===== src/rtl/buzzer_arbiter_pkg.sv =====
// Shared types and helpers for the buzzer arbiter: FSM encoding, player count
// and the clamped score arithmetic.
package buzzer_arbiter_pkg;

  localparam int unsigned NUM_PLAYERS = 4;
  localparam int unsigned NUM_KEYS    = NUM_PLAYERS + 3;

  typedef enum logic [1:0] {
    ST_IDLE   = 2'd0,
    ST_ARMED  = 2'd1,
    ST_ANSWER = 2'd2
  } state_e;

  // Sums are formed 9 bits wide so an overflow past 255 still clamps correctly.
  function automatic logic [7:0] score_add(input logic [7:0] s,
                                           input logic [7:0] pts,
                                           input logic [7:0] max_s);
    logic [8:0] sum;
    sum = {1'b0, s} + {1'b0, pts};
    if (sum > {1'b0, max_s}) return max_s;
    return sum[7:0];
  endfunction

  function automatic logic [7:0] score_sub(input logic [7:0] s,
                                           input logic [7:0] pts);
    logic [8:0] diff;
    diff = {1'b0, s} - {1'b0, pts};
    if (diff[8]) return '0;
    return diff[7:0];
  endfunction

  // Lowest set index wins when several buzzers fire in the same cycle.
  function automatic logic [1:0] first_player(input logic [NUM_PLAYERS-1:0] p);
    logic [1:0] idx;
    idx = '0;
    for (int unsigned i = NUM_PLAYERS; i > 0; i--) begin
      if (p[i-1]) idx = 2'(i - 1);
    end
    return idx;
  endfunction

endpackage


===== src/rtl/buzzer_arbiter_key_debouncer.sv =====
// Raw key conditioning: 2-flop synchronizer, stable-level debounce counter and
// a one-cycle pulse on the accepted rising edge.
module key_debouncer #(
  parameter logic [19:0] DEBOUNCE_CYCLES = 20'd1_000_000
) (
  input  logic clk,
  input  logic rst_n,
  input  logic key_i,
  output logic press_o
);

  logic        sync1_q, sync2_q;
  logic        level_q, level_d;
  logic        press_q, press_d;
  logic [19:0] cnt_q, cnt_d;

  always_comb begin
    level_d = level_q;
    press_d = 1'b0;
    cnt_d   = '0;
    // Counter only runs while the synchronized input disagrees with the level;
    // any return to the old level restarts the qualification.
    if (sync2_q != level_q) begin
      if (cnt_q == DEBOUNCE_CYCLES - 20'd1) begin
        level_d = sync2_q;
        press_d = sync2_q;
      end else begin
        cnt_d = cnt_q + 20'd1;
      end
    end
  end

  always_ff @(posedge clk or negedge rst_n) begin
    if (!rst_n) begin
      sync1_q <= 1'b0;
      sync2_q <= 1'b0;
      level_q <= 1'b0;
      press_q <= 1'b0;
      cnt_q   <= '0;
    end else begin
      sync1_q <= key_i;
      sync2_q <= sync1_q;
      level_q <= level_d;
      press_q <= press_d;
      cnt_q   <= cnt_d;
    end
  end

  assign press_o = press_q;

endmodule


===== src/rtl/buzzer_arbiter.sv =====
// Quiz buzzer arbiter: debounces buzzers and host keys, locks the first player,
// times the answer window and keeps saturating per-player scores.
module buzzer_arbiter
  import buzzer_arbiter_pkg::*;
#(
  parameter logic [19:0] DEBOUNCE_CYCLES = 20'd1_000_000,
  parameter logic [31:0] ANSWER_CYCLES   = 32'd500_000_000,
  parameter logic [7:0]  POINT           = 8'd10,
  parameter logic [7:0]  MAX_SCORE       = 8'd99
) (
  input  logic       clk,
  input  logic       rst_n,
  input  logic [3:0] player_btn,
  input  logic       host_start,
  input  logic       host_correct,
  input  logic       host_wrong,
  output logic [1:0] player,
  output logic [7:0] score,
  output logic       locked,
  output logic       armed,
  output logic       foul,
  output logic       timeout
);

  logic [NUM_KEYS-1:0] raw_keys;
  logic [NUM_KEYS-1:0] key_press;

  assign raw_keys = {host_wrong, host_correct, host_start, player_btn};

  for (genvar g = 0; g < NUM_KEYS; g++) begin : g_key
    key_debouncer #(
      .DEBOUNCE_CYCLES(DEBOUNCE_CYCLES)
    ) u_deb (
      .clk    (clk),
      .rst_n  (rst_n),
      .key_i  (raw_keys[g]),
      .press_o(key_press[g])
    );
  end

  logic [NUM_PLAYERS-1:0] pl_press;
  logic                   start_press, correct_press, wrong_press;

  assign pl_press      = key_press[NUM_PLAYERS-1:0];
  assign start_press   = key_press[NUM_PLAYERS];
  assign correct_press = key_press[NUM_PLAYERS+1];
  assign wrong_press   = key_press[NUM_PLAYERS+2];

  state_e                       state_q, state_d;
  logic [1:0]                   player_q, player_d;
  logic [31:0]                  timer_q, timer_d;
  logic                         foul_q, foul_d;
  logic                         timeout_q, timeout_d;
  logic [NUM_PLAYERS-1:0][7:0]  scores_q, scores_d;
  logic [1:0]                   win;

  always_comb begin
    state_d   = state_q;
    player_d  = player_q;
    timer_d   = timer_q;
    foul_d    = 1'b0;
    timeout_d = 1'b0;
    scores_d  = scores_q;
    win       = first_player(pl_press);

    case (state_q)
      ST_IDLE: begin
        if (|pl_press) begin
          foul_d         = 1'b1;
          player_d       = win;
          scores_d[win]  = score_sub(scores_q[win], POINT);
        end else if (start_press) begin
          state_d = ST_ARMED;
        end
      end
      ST_ARMED: begin
        if (|pl_press) begin
          state_d  = ST_ANSWER;
          player_d = win;
          timer_d  = '0;
        end
      end
      ST_ANSWER: begin
        // A clean judgement outranks expiry; a double judgement is discarded
        // and leaves the window running.
        if (correct_press && !wrong_press) begin
          scores_d[player_q] = score_add(scores_q[player_q], POINT, MAX_SCORE);
          state_d            = ST_IDLE;
        end else if (wrong_press && !correct_press) begin
          scores_d[player_q] = score_sub(scores_q[player_q], POINT);
          state_d            = ST_IDLE;
        end else if (timer_q == ANSWER_CYCLES - 32'd1) begin
          timeout_d          = 1'b1;
          scores_d[player_q] = score_sub(scores_q[player_q], POINT);
          state_d            = ST_IDLE;
        end else begin
          timer_d = timer_q + 32'd1;
        end
      end
      default: state_d = ST_IDLE;
    endcase
  end

  always_ff @(posedge clk or negedge rst_n) begin
    if (!rst_n) begin
      state_q   <= ST_IDLE;
      player_q  <= '0;
      timer_q   <= '0;
      foul_q    <= 1'b0;
      timeout_q <= 1'b0;
      scores_q  <= '0;
    end else begin
      state_q   <= state_d;
      player_q  <= player_d;
      timer_q   <= timer_d;
      foul_q    <= foul_d;
      timeout_q <= timeout_d;
      scores_q  <= scores_d;
    end
  end

  assign player  = player_q;
  assign score   = scores_q[player_q];
  assign locked  = (state_q == ST_ANSWER);
  assign armed   = (state_q == ST_ARMED);
  assign foul    = foul_q;
  assign timeout = timeout_q;

endmodule


===== config.mk =====
export PLATFORM = sky130hd
export DESIGN_NAME = buzzer_arbiter
export DESIGN_NICKNAME = d
export VERILOG_FILES = /design/src/rtl/buzzer_arbiter_pkg.sv /design/src/rtl/buzzer_arbiter_key_debouncer.sv /design/src/rtl/buzzer_arbiter.sv
export SDC_FILE = /design/constraint.sdc
export NUM_CORES = 1
export LEC_CHECK = 0
export ABC_AREA = 0
export CAP_MARGIN = 40
export CORE_MARGIN = 8
export CORE_UTILIZATION = 43
export CTS_BUF_LIST = sky130_fd_sc_hd__clkbuf_8 sky130_fd_sc_hd__clkbuf_16
export DETAILED_ROUTE_END_ITERATION = 7
export PLACE_DENSITY_LB_ADDON = 0.05
export SLEW_MARGIN = 20
export SYNTH_ARGS = -nofsm -noshare
export SYNTH_HDL_FRONTEND = slang
export SYNTH_SLANG_ARGS = --single-unit

===== constraint.sdc =====
create_clock -name clk -period 3.92 [get_ports clk]
set_input_delay 0.784 -clock clk [delete_from_list [all_inputs] [get_ports clk]]
set_output_delay 0.784 -clock clk [all_outputs]
set_load 0.02 [all_outputs]

# Word level (Yosys, flattened, before mapping)

Cells that the tools add are included.

Bits in read-only memories: 0
Memories kept: 0
Output and inout bits: 14
Bits in writable memories: 0
Latch bits: 0
Word-level logic and storage cells: 206
Bits in registers: 238

Div/mod/pow operators: 0
Eq/ne operators: 25
Multipliers: 0
Bitwise operators: 0
Multiplexer cells: 99
$lt $le $gt $ge: 5
Shift operators: 0
Add/subtract/negate cells: 11
Reduce and logical (&&, ||, !) cells: 22

Operators by type and width:

| cell                                                              | count |
|---|---|
| two-way mux 20 bit                                                | 14 |
| two-way mux 32 bit                                                | 8 |
| two-way mux 8 bit                                                 | 22 |
| adder 20 x 1 -> 20 bit, second input constant                     | 7 |
| equality test 20 bit, second input constant                       | 7 |
| bitwise mux 32 bit                                                | 4 |
| case mux 32 bit (2 select lines)                                  | 2 |
| two-way mux 1 bit                                                 | 34 |
| adder 32 x 1 -> 32 bit, second input constant                     | 1 |
| binary-select mux 8 bit (select 2 bit)                            | 2 |
| demux 8 bit (select 2 bit)                                        | 2 |
| equality test 32 x 29 -> 1 bit, second input constant             | 1 |
| two-way mux 2 bit                                                 | 10 |
| subtractor 8 x 4 -> 9 bit, second input constant                  | 2 |
| AND reduction 2 bit                                               | 8 |
| inequality test 2 bit, second input constant                      | 5 |
| adder 8 x 4 -> 9 bit, second input constant                       | 1 |
| greater-than comparator 9 x 7 -> 1 bit, second input constant     | 1 |
| inequality test 1 bit                                             | 7 |
| < comparator 2 x 3 -> 1 bit, second input constant                | 2 |
| case mux 2 bit (3 select lines)                                   | 1 |
| AND reduction 5 bit                                               | 1 |
| greater-or-equal comparator 2 x 1 -> 1 bit, second input constant | 2 |
| logical AND 1 bit                                                 | 4 |
| 11 further kinds                                                  | 14 |

# Depth between registers and ports, before layout

Gate-level depths: netlist (run 1).

Depth after elaboration: 18
Depth in mapped cells: 12

# Hierarchy

Synthesis (run 1) repeated with hierarchy kept, for this count alone.

Cells, all modules: 1251
Area, all modules: 12615.8 µm²

Modules (own cells, without submodules):

| module                              | cells each | seq. area each (µm²) | area each (µm²) | times used |
|---|---|---|---|---|
| key_debouncer at g_key[0].u_deb ... | 107        | 600.6                | 1184.9          | 6 |
| buzzer_arbiter                      | 493        | 1751.7               | 4370.4          | 1 |
| key_debouncer at g_key[6].u_deb     | 116        | 600.6                | 1136.1          | 1 |

# Worst setup path after synthesis (run 1)

No wires, ideal clock.

Path type: flip-flop to flip-flop
Start point: register player_q[0] (netlist: player[0])
End point: register scores_q[11] in the netlist's numbering
Path buffers: 1
Arrival time: 3323 ps
Data required time: 3844 ps
Stages on the path, launching flop included: 13
Path slack: 521 ps
Cell sequence: dfrtp_1 > buf_6 > mux4_2 > ha_1 > or2_2 > o221ai_1 > xnor2_1 > o21ai_2 > nor4b_2 > nand2_1 > a211o_1 > a32o_1 > o21ai_1

Longest elaborated chain between the ends: 18
Elaborated cells on any way between the ends: 40
Classes of those cells: add/sub: 2; order compare: 3; mux: 34; reduce/logical: 1

Ends and longest elaborated chain:

| item                                       | RTL line                 | source |
|---|---|---|
| start: declaration                         | buzzer_arbiter.sv:50     | `logic [1:0] player_q, player_d;` |
| start signal: assignment                   | buzzer_arbiter.sv:114    | `player_q <= player_d;` |
| binary-select mux 8 bit (select 2 bit) (*) | n/a                      |  |
| two-way mux 8 bit (*)                      | n/a                      |  |
| named net score[1]                         | buzzer_arbiter.sv:18     | `output logic [7:0] score,` |
| subtractor 8 x 4 -> 9 bit                  | buzzer_arbiter_pkg.sv:27 | `diff = {1'b0, s} - {1'b0, pts};` |
| two-way mux 1 bit                          | buzzer_arbiter_pkg.sv:28 | `if (diff[8]) return '0;` |
| two-way mux 1 bit                          | buzzer_arbiter.sv:92     | `end else if (timer_q == ANSWER_CYCLES - 32'd1) begin` |
| two-way mux 1 bit                          | buzzer_arbiter.sv:89     | `end else if (wrong_press && !correct_press) begin` |
| two-way mux 1 bit                          | buzzer_arbiter.sv:86     | `if (correct_press && !wrong_press) begin` |
| [... 3 more ...]                           | n/a                      |  |
| two-way mux 8 bit                          | buzzer_arbiter.sv:89     |  |
| two-way mux 8 bit                          | buzzer_arbiter.sv:86     |  |
| two-way mux 8 bit                          | buzzer_arbiter.sv:66     | `case (state_q)` |
| bitwise mux 32 bit                         | buzzer_arbiter.sv:94     | `scores_d[player_q] = score_sub(scores_q[player_q], POINT);` |
| two-way mux 32 bit                         | buzzer_arbiter.sv:92     |  |
| two-way mux 32 bit                         | buzzer_arbiter.sv:89     |  |
| two-way mux 32 bit (*)                     | buzzer_arbiter.sv:86     |  |
| case mux 32 bit (2 select lines) (*)       | buzzer_arbiter.sv:66     |  |
| end signal: assignment                     | buzzer_arbiter.sv:118    | `scores_q <= scores_d;` |
| end: declaration                           | buzzer_arbiter.sv:54     | `logic [NUM_PLAYERS-1:0][7:0] scores_q, scores_d;` |

Mark *: on every way through the listed nets, which the timed path passes. The rest lies on a longest branch. The select of a mux whose other input is x is not followed.
A chain may end at the register's enable or synchronous reset.

# Worst setup path after layout (run 1)

Start point: register player_q[0] (netlist: player[0])
End point: register scores_q[11] in the netlist's numbering

Longest elaborated chain between the ends: 18
Elaborated cells on any way between the ends: 40
Classes of those cells: add/sub: 2; order compare: 3; mux: 34; reduce/logical: 1

Ends and longest elaborated chain:

| item                                    | RTL line |
|---|---|
| binary-select mux 8 bit (select 2 bit)  | buzzer_arbiter.sv:87, buzzer_arbiter.sv:90, buzzer_arbiter.sv:94 |
| two-way mux 8 bit (implied by the code) | buzzer_arbiter.sv:87, buzzer_arbiter.sv:90, buzzer_arbiter.sv:94 |
| subtractor 8 x 4 -> 9 bit               | buzzer_arbiter_pkg.sv:27 |
| two-way mux 1 bit                       | buzzer_arbiter_pkg.sv:28 |
| two-way mux 1 bit                       | buzzer_arbiter.sv:92 |
| two-way mux 1 bit                       | buzzer_arbiter.sv:89 |
| two-way mux 1 bit                       | buzzer_arbiter.sv:86 |
| two-way mux 1 bit                       | buzzer_arbiter.sv:66 |
| [... 2 more ...]                        | n/a |
| two-way mux 8 bit                       | buzzer_arbiter.sv:89 |
| two-way mux 8 bit                       | buzzer_arbiter.sv:86 |
| two-way mux 8 bit                       | buzzer_arbiter.sv:66 |
| bitwise mux 32 bit                      | buzzer_arbiter.sv:94 |
| two-way mux 32 bit                      | buzzer_arbiter.sv:92 |
| two-way mux 32 bit                      | buzzer_arbiter.sv:89 |
| two-way mux 32 bit (*)                  | buzzer_arbiter.sv:86 |
| case mux 32 bit (2 select lines) (*)    | buzzer_arbiter.sv:66 |

Every way passes the cells marked *; elsewhere a longest branch is shown, timed or not. The select of a mux whose other input is x is not followed.

==> impl_metrics.yaml, run 1 <==
status:
  status: "complete, no violations"
yosys:
  synth-seq-cells: 238
  netlist_area_sq_um: 12000
  synth-xor-area-share_pct: 11.4
  synthAdderAreaFrac_pct: 1.26
  synth_compound_area_share_pct: 9.40
  muxShareOfSynthArea_pct: 2.81
  synth-main-ff-cell: "dfrtp_1"
  syn_avg_cell_area_sq_um: 9.75
  synth_cell_types: 64
  async_flop_share_pct: 100
  post_synth_and_or_nand_nor_area_fraction_pct: 23.6
  ys_warn_count: 0
  synth_nets: 1248
  synth_top_family_by_area: "simple AND/OR/NAND/NOR gates"
  synth_edf_count: 0
  syn_inst: 1227
  synth_seq_area_share_pct: 49.8
clock_tree:
  path_clk_slew_ns: 0.06
  postCtsSetupRepairBufs: 0
  cts_buffers: 28
  cts_buffer_depth: 3
  cts_num_sinks: 238
  tritoncts: "built"
  clk_latency_ns: 0.54
  postCtsResizedCells: 0
  hold_buffers: 0
  htree_num_levels: 1
  root_buffer: "clkbuf_16"
drt:
  via_per_inst: 5.38
  finalWirelength_um: 26700
  first_pass_iters: 6
  ant_nets: 0
  routedWlPerCell_um: 16.0
  vias: 8947
  drtIter0Drc: 720
  drc: 0
final_layout:
  finalCoreUtilization_pct: 49.9
  instances_no_fill: 1662
  syn_to_final_growth_pct: 14.8
  num_antenna_cells: 0
  final_net_count: 1284
  drive_above_1_share_pct: 8.02
die:
  fp.dieArea_sq_um: 33400
  die_x_um: 183
  row_count: 61
  die_height_um: 183
  start_util_pct: 43.4
  ios: 23
  core-area_sq_um: 27600
job:
  max_cap_violations: 0
timing:
  finalSetupViolCount: 0
  hold_viol: 0
  whs_ns: 0.158
  relSlewSlack_pct: 46.5
  min_period_ns: 3.50
  slew_violations: 0
  timing.final.crit_share_pct: 89.3
  fmax_mhz: 286
  worst_pin_slew_ns: 0.798
  fin_ws_ns: 0.418
  fin_skew_ns: 0.00873
  rsz0062_at_grt: "no"
  finalSetupTns_ns: 0
worst_setup_path:
  cp-end-kind: "register"
  start_kind: "register"
  reg2regPathDepth: 11
  arrival_ns: 3.96
  setup.worst_path.class: "register to register"
  crit_fanout: 7
  cp_data_required_time_ns: 4.38
place:
  gp_congestion: 0.861
  dp.cells: 1611
  dp_slack_ns: 0.455
  dp_hpwl_um: 18100
  numPortBuffers: 22
grt:
  grtUsageTotal_pct: 16.1
  grt_overflow: 0
  first_global_vias: 8744
  grt_pass1_wl_um: 45200
  grt_start_max_net_pins: 100
  antenna_found_initial: 0
power:
  irDropWorstVdd_mv: 0.333
  leakagePower_nw: 5.85
  cellPowerDensity_nw_per_um2: 401
worst_hold_path:
  worstHoldPathType: "primary input to async pin"
==> kinds of logic after synthesis <==
group                      Yosys count
adders and majority gates           12
DFF                                238
and+or+nand+nor                    576
muxes                               22
buffers and inverters               51
xor gates and xnor gates           156
AOI/OAI and AO/OA                  172
==> registers in the layout (all words and copies together), names as in the netlist <==
| signal | flops |
|---|---|
| foul | 1 |
| g_key.u_deb.cnt_q | 140 |
| g_key.u_deb.level_q | 7 |
| g_key.u_deb.press_o | 7 |
| g_key.u_deb.sync1_q | 7 |
| g_key.u_deb.sync2_q | 7 |
| player | 2 |
| scores_q | 32 |
| state_q | 2 |
| timeout | 1 |
| timer_q | 32 |
==> routing by layer <==
layer	share of wire, %	up-vias	GRT usage (%)
li1	-	4375	-
met1	49	4342	23.7
met2	43	193	24.4
met3	5.3	37	2.59
met4	1.8	0	4.46
met5	0	-	0
==> final cells by class <==
class                      instances  area [sq um]
clock buffer                      37           836
clock inverter                    14           220
fill                            2534         13800
inverter                          18          67.6
multi-input combinational        938          5810
sequential                       238          5960
tap                              378           473
timing repair buffer              39           378
==> synth_stat cells, types with 9 or more instances <==
cell / n / share of area (%)
nand3_1: 84 / 3.5
nand2_1: 112 / 3.5
nor3_1: 13 / 0.54
ha_1: 12 / 1.3
nor4_1: 15 / 0.78
mux2_2: 13 / 1.2
dfrtp_1: 238 / 50
or3_1: 19 / 0.99
nand4_1: 19 / 0.99
xor2_1: 106 / 7.8
and3_1: 35 / 1.8
a32oi_1: 18 / 1.3
xnor2_1: 50 / 3.7
nor2_1: 199 / 6.2
o21ai_0: 49 / 2.1
nor2b_1: 11 / 0.58
a22oi_1: 10 / 0.63
o21ai_1: 10 / 0.42
nor3b_1: 9 / 0.56
inv_1: 18 / 0.56
a21oi_1: 26 / 1.1
clkbuf_1: 25 / 0.78
o22ai_1: 14 / 0.73
==> cells in the final DEF (no fill, tap or decap), drive strengths merged, types with 18 or more instances in the layout <==
cell           instances
dfrtp                238
nor2                 199
nand2                113
xor2                 106
nand3                 84
o21ai                 60
xnor2                 50
clkbuf                37
and3                  35
a21oi                 28
clkdlybuf4s50         21
inv                   20
or3                   19
nand4                 19
a32oi                 18
buf                   18
==> per-stage QoR <==
step,total power [mW],area (sq um)
2_1_floorplan,2.59,12000
3_3_place_gp,2.67,12700
3_5_place_dp,2.67,12700
4_1_cts,5.61,13700
5_1_grt,5.73,13700
6_report,5.51,13700
==> power by group <==
part	internal [mW]	total (mW)	switching, mW
logic	0.0325	0.116	0.0837
registers	2.48	2.50	0.0213
clock network	1.88	2.89	1.01
total	4.39	5.51	1.12
==> final timing paths <==
check,from,to,slack [ns]
max reg2reg,player[0],scores_q[11],0.42
max,player[0],scores_q[11],0.42
min,rst_n,timer_q[5],0.16
min reg2reg,g_key[6].u_deb.sync1_q,g_key[6].u_deb.sync2_q,0.35
max in group asynchronous,rst_n,g_key[3].u_deb.sync1_q,2.86
min in group clk,g_key[6].u_deb.sync1_q,g_key[6].u_deb.sync2_q,0.35
==> critical path, stage by stage, from the launching register on <==
cell      delay [ns]
dfrtp_1         0.52
mux4_2          0.66
ha_1            0.30
or2_2           0.30
o221ai_1        0.20
xnor2_1         0.19
o21ai_2         0.10
nor4b_2         0.21
nand2_1         0.16
a211o_1         0.34
a32o_1          0.30
o21ai_1         0.15
Note: power is estimated with default switching activity, not from simulation.
==> run 2, diff against run 1 <==
--- a/config.mk
+++ b/config.mk
@@ -7,12 +7,13 @@
 export LEC_CHECK = 0
 export ABC_AREA = 0
 export CAP_MARGIN = 40
+export CELL_PAD_IN_SITES_DETAIL_PLACEMENT = 2
+export CELL_PAD_IN_SITES_GLOBAL_PLACEMENT = 2
 export CORE_MARGIN = 8
-export CORE_UTILIZATION = 43
+export CORE_UTILIZATION = 41
 export CTS_BUF_LIST = sky130_fd_sc_hd__clkbuf_8 sky130_fd_sc_hd__clkbuf_16
 export DETAILED_ROUTE_END_ITERATION = 7
 export PLACE_DENSITY_LB_ADDON = 0.05
-export SLEW_MARGIN = 20
 export SYNTH_ARGS = -nofsm -noshare
 export SYNTH_HDL_FRONTEND = slang
 export SYNTH_SLANG_ARGS = --single-unit
==> run 2 against run 1 <==
Against the previous run: via count up 5.8%; final cell count up 0.66%; critical path depth down 1; flip-flop and latch count unchanged; largest power group unchanged.
==> impl_metrics.yaml, run 2 (synthesized netlist as in run 1, its figures left out) <==
drt:
  drc: 0
  vias: 9465
  drtIter0Drc: 518
  routedWlPerCell_um: 20.1
  via_per_inst: 5.66
  ant_nets: 0
  finalWirelength_um: 33700
  first_pass_iters: 4
die:
  row_count: 62
  die_x_um: 187
  ios: 23
  core-area_sq_um: 28700
  die_height_um: 187
  start_util_pct: 41.7
  fp.dieArea_sq_um: 34900
clock_tree:
  postCtsSetupRepairBufs: 0
  path_clk_slew_ns: 0.06
  hold_buffers: 0
  clk_latency_ns: 0.55
  root_buffer: "clkbuf_16"
  tritoncts: "built"
  cts_num_sinks: 238
  cts_buffer_depth: 3
  postCtsResizedCells: 0
  htree_num_levels: 1
  cts_buffers: 29
place:
  dp_hpwl_um: 23000
  numPortBuffers: 22
  gp_congestion: 0.803
power:
  irDropWorstVdd_mv: 0.290
  cellPowerDensity_nw_per_um2: 401
  leakagePower_nw: 5.88
timing:
  timing.final.crit_share_pct: 91.1
  whs_ns: 0.267
  rsz0062_at_grt: "no"
  hold_viol: 0
  fmax_mhz: 280
  slew_violations: 0
  min_period_ns: 3.57
  worst_pin_slew_ns: 0.944
  relSlewSlack_pct: 37.1
  finalSetupTns_ns: 0
  fin_skew_ns: 0.00918
  finalSetupViolCount: 0
grt:
  grtUsageTotal_pct: 19.4
  grt_pass1_wl_um: 56800
  grt_overflow: 0
  first_global_vias: 10600
  antenna_found_initial: 0
  grt_start_max_net_pins: 112
final_layout:
  final_cell_mix: "dfrtp_1, nor2_1, nand2_1"
  num_antenna_cells: 0
  finalCoreUtilization_pct: 47.9
  layout_commonest_cell: "dfrtp_1"
  drive_above_1_share_pct: 8.15
  largest_reg_flops: 140
  syn_to_final_growth_pct: 15.0
  reg_top3: "g_key.u_deb.cnt_q x140, scores_q x32, timer_q x32"
  final_net_count: 1287
  regMostFlops: "g_key.u_deb.cnt_q"
worst_setup_path:
  reg2regPathDepth: 10
  setup.worst_path.class: "register to register"
  cp_data_required_time_ns: 4.32
  reg2reg_to: "scores_q[10]"
  crit_fanout: 7
  start_kind: "register"
  r2r-start: "player[0]"
  regToRegSetupSlack_ns: 0.35
  arrival_ns: 3.97
  crit_end: "scores_q[10]"
  setup.worst_path.start: "player[0]"
  cp-end-kind: "register"
worst_hold_path:
  worstHoldPathType: "primary input to async pin"
job:
  max_cap_violations: 0
status:
  status: "complete, no violations"
[run 2: changes by cell type in the layout (fill, tap and decap cells not counted), sizes merged]
cell,before,now
clkbuf,37,33
buf,18,20
inv,20,25
clkinv,5,8
clkinvlp,1,0
[run 2: critical path: stages (launching register included)]
cell	delay [ns]
dfrtp_1	0.46
mux4_2	0.65
ha_1	0.30
or2_2	0.31
o221ai_1	0.22
xnor2_1	0.21
o21ai_2	0.12
o21ai_1	0.36
a21oi_1	0.20
a31oi_1	0.41
o21ai_0	0.19
[run 2: cell type report]
| cell class | count | area, sq um |
|---|---|---|
| repair buffers | 41 | 405 |
| flip-flops and latches | 238 | 5960 |
| fillers | 3034 | 14900 |
| multi-input cells | 938 | 5810 |
| well taps | 384 | 480 |
| clock buffers | 33 | 781 |
| clock inverters | 21 | 251 |
| inverters | 18 | 67.6 |
[run 2: worst min-delay path by stage]
stage                                       from                 endpoint  slack, ns
final                                      rst_n  g_key[0].u_deb.cnt_q[6]       0.27
after global routing                       rst_n  g_key[0].u_deb.cnt_q[6]       0.35
after CTS                 g_key[2].u_deb.sync1_q   g_key[2].u_deb.sync2_q       0.35
after detailed placement  g_key[6].u_deb.sync1_q   g_key[6].u_deb.sync2_q       0.34
after global placement    g_key[2].u_deb.sync1_q   g_key[2].u_deb.sync2_q       0.33
after floorplan           g_key[0].u_deb.sync1_q   g_key[0].u_deb.sync2_q       0.33
[run 2: where the power goes]
group	internal, mW	switching, mW	total (mW)
combinational	0.0340	0.0889	0.123
clock	1.81	1.08	2.89
sequential	2.48	0.0233	2.51
total	4.33	1.19	5.52
[run 2: metrics by stage]
| stage | instance area [sq um] | instances | power (mW) | worst slack [ns] |
|---|---|---|---|---|
| floorplan | 12000 | 1227 | 2.59 | 0.521 |
| global placement | 12700 | 1618 | 2.68 | 0.558 |
| detailed placement | 12700 | 1619 | 2.68 | 0.424 |
| CTS | 13800 | 1673 | 5.60 | 0.358 |
| global route | 13800 | 1673 | 5.70 | 0.109 |
| finish | 13800 | 1673 | 5.52 | 0.349 |
[run 2: routing by layer]
metal / vias up / track usage [%] / share of wire (%)
met1: 4872 / 25.3 / 46
met4: 0 / 5.83 / 2.9
met3: 57 / 2.95 / 3.5
met5: - / 0 / 0
li1: 4391 / - / -
met2: 145 / 32.8 / 48
==> run 3, diff against run 2 <==
--- a/config.mk
+++ b/config.mk
@@ -13,6 +13,7 @@
 export CORE_UTILIZATION = 41
 export CTS_BUF_LIST = sky130_fd_sc_hd__clkbuf_8 sky130_fd_sc_hd__clkbuf_16
 export DETAILED_ROUTE_END_ITERATION = 7
+export GPL_TIMING_DRIVEN = 0
 export PLACE_DENSITY_LB_ADDON = 0.05
 export SYNTH_ARGS = -nofsm -noshare
 export SYNTH_HDL_FRONTEND = slang
==> run 3 against run 2 <==
Against the previous run: worst hold slack worse by 0.16 ns; final cell count increased by 1.1%; power down 3.3%; largest power group unchanged.
==> impl_metrics.yaml, run 3 (synthesized netlist as in run 1, its figures left out) <==
power:
  power.total_mw: 5.34
  leakagePower_nw: 5.85
  cellPowerDensity_nw_per_um2: 388
  irDropWorstVdd_mv: 0.320
final_layout:
  layout_commonest_cell: "dfrtp_1"
  reg_top3: "g_key.u_deb.cnt_q x140, scores_q x32, timer_q x32"
  num_antenna_cells: 0
  regMostFlops: "g_key.u_deb.cnt_q"
  final_net_count: 1307
  syn_to_final_growth_pct: 14.9
  largest_reg_flops: 140
  drive_above_1_share_pct: 7.34
  finalCoreUtilization_pct: 47.9
  final_cell_mix: "dfrtp_1, nor2_1, nand2_1"
  final_area_sq_um: 13700
grt:
  grt_start_max_net_pins: 108
  grtUsageTotal_pct: 19.5
  grt_overflow: 0
  antenna_found_initial: 0
  first_global_vias: 10800
  grt_pass1_wl_um: 57500
timing:
  min_period_ns: 3.69
  rsz0062_at_grt: "no"
  fmax_mhz: 271
  timing.final.crit_share_pct: 94.1
  relSlewSlack_pct: 36.4
  slew_violations: 0
  fin_skew_ns: 0.0143
  hold_viol: 0
  finalSetupViolCount: 0
  whs_ns: 0.110
  worst_pin_slew_ns: 0.947
  finalSetupTns_ns: 0
worst_setup_path:
  start_kind: "register"
  reg2reg_to: "scores_q[26]"
  cp-end-kind: "register"
  arrival_ns: 4.09
  crit_end: "scores_q[26]"
  r2r-start: "player[0]"
  crit_fanout: 9
  regToRegSetupSlack_ns: 0.23
  setup.worst_path.start: "player[0]"
  reg2regPathDepth: 11
  cp_data_required_time_ns: 4.32
  setup.worst_path.class: "register to register"
clock_tree:
  htree_num_levels: 1
  clk_latency_ns: 0.55
  cts_buffer_depth: 3
  path_clk_slew_ns: 0.06
  cts_buffers: 29
  cts_num_sinks: 238
  tritoncts: "built"
  hold_buffers: 0
  root_buffer: "clkbuf_16"
drt:
  drtIter0Drc: 431
  via_per_inst: 5.62
  ant_nets: 0
  first_pass_iters: 4
  finalWirelength_um: 34000
  drc: 0
  routedWlPerCell_um: 20.1
  vias: 9513
status:
  status: "complete, no violations"
die:
  row_count: 62
  core-area_sq_um: 28700
  die_height_um: 187
  fp.dieArea_sq_um: 34900
  die_x_um: 187
  start_util_pct: 41.7
  ios: 23
place:
  dp_hpwl_um: 23300
  gp_congestion: 0.802
  numPortBuffers: 22
  place_area_sq_um: 12700
worst_hold_path:
  worstHoldPathType: "primary input to async pin"
job:
  max_cap_violations: 0
-- run 3: cell types whose count changed in the layout (fill, tap and decap cells not counted), moves of 2 or more --
cell       change
buf_1          +2
clkinv_2       -4
buf_2          +4
buf_4         -12
buf_16         +2
buf_12         -3
clkbuf_1      +24
clkinv_4       +2
clkbuf_8       +5
bufinv_16      -4
-- run 3: cell type report --
cell class	instances	area (sq um)
clock buffers	38	850
inverters	18	67.6
multi-input cells	938	5800
clock inverters	15	133
repair buffers	28	313
fillers	3052	15000
well taps	384	480
plain buffers	33	141
flip-flops and latches	238	5960
-- run 3: metal layers --
| metal | share of wire (%) | vias to the layer above | track usage, % |
|---|---|---|---|
| li1 | - | 4428 | - |
| met1 | 44 | 4913 | 24.6 |
| met2 | 51 | 110 | 34.9 |
| met3 | 2.9 | 62 | 2.57 |
| met4 | 2.5 | 0 | 5.04 |
| met5 | 0 | - | 0 |
-- run 3: how the worst min path moves through the flow --
| stage | slack (ns) | endpoint |
|---|---|---|
| global placement | 0.33 | g_key[3].u_deb.sync2_q |
| finish | 0.11 | g_key[0].u_deb.cnt_q[15] |
| CTS | 0.10 | g_key[0].u_deb.cnt_q[15] |
| detailed placement | 0.35 | g_key[4].u_deb.sync2_q |
| global route | 0.12 | g_key[0].u_deb.cnt_q[15] |
| floorplan | 0.33 | g_key[0].u_deb.sync2_q |
-- run 3: critical path, stage by stage (launching register included) --
cell and delay [ns]:
dfrtp_1 0.37, buf_6 0.19, mux4_2 0.61, ha_1 0.28, or2_2 0.31, o221ai_1 0.23
xnor2_1 0.22, o21ai_2 0.12, o21ai_1 0.34, a21oi_1 0.18, a31oi_1 0.48, o21ai_0 0.20
-- run 3: power by group --
part           total, mW  switching, mW  internal (mW)
Sequential          2.51         0.0251           2.48
Clock               2.70           1.06           1.64
Combinational      0.127         0.0916         0.0354
-- run 3: metrics by stage --
step	std cells	setup slack [ns]
global placement	1633	-8.51
finish	1692	0.231
detailed placement	1636	0.177
CTS	1689	0.0832
floorplan	1227	0.521
global route	1692	0.0465
-- run 3: what timing repair did --
action                                  in CTS  in global routing
setup buffers                                0                  3
endpoints found under the setup margin       0                  6
resized for setup                            0                  3
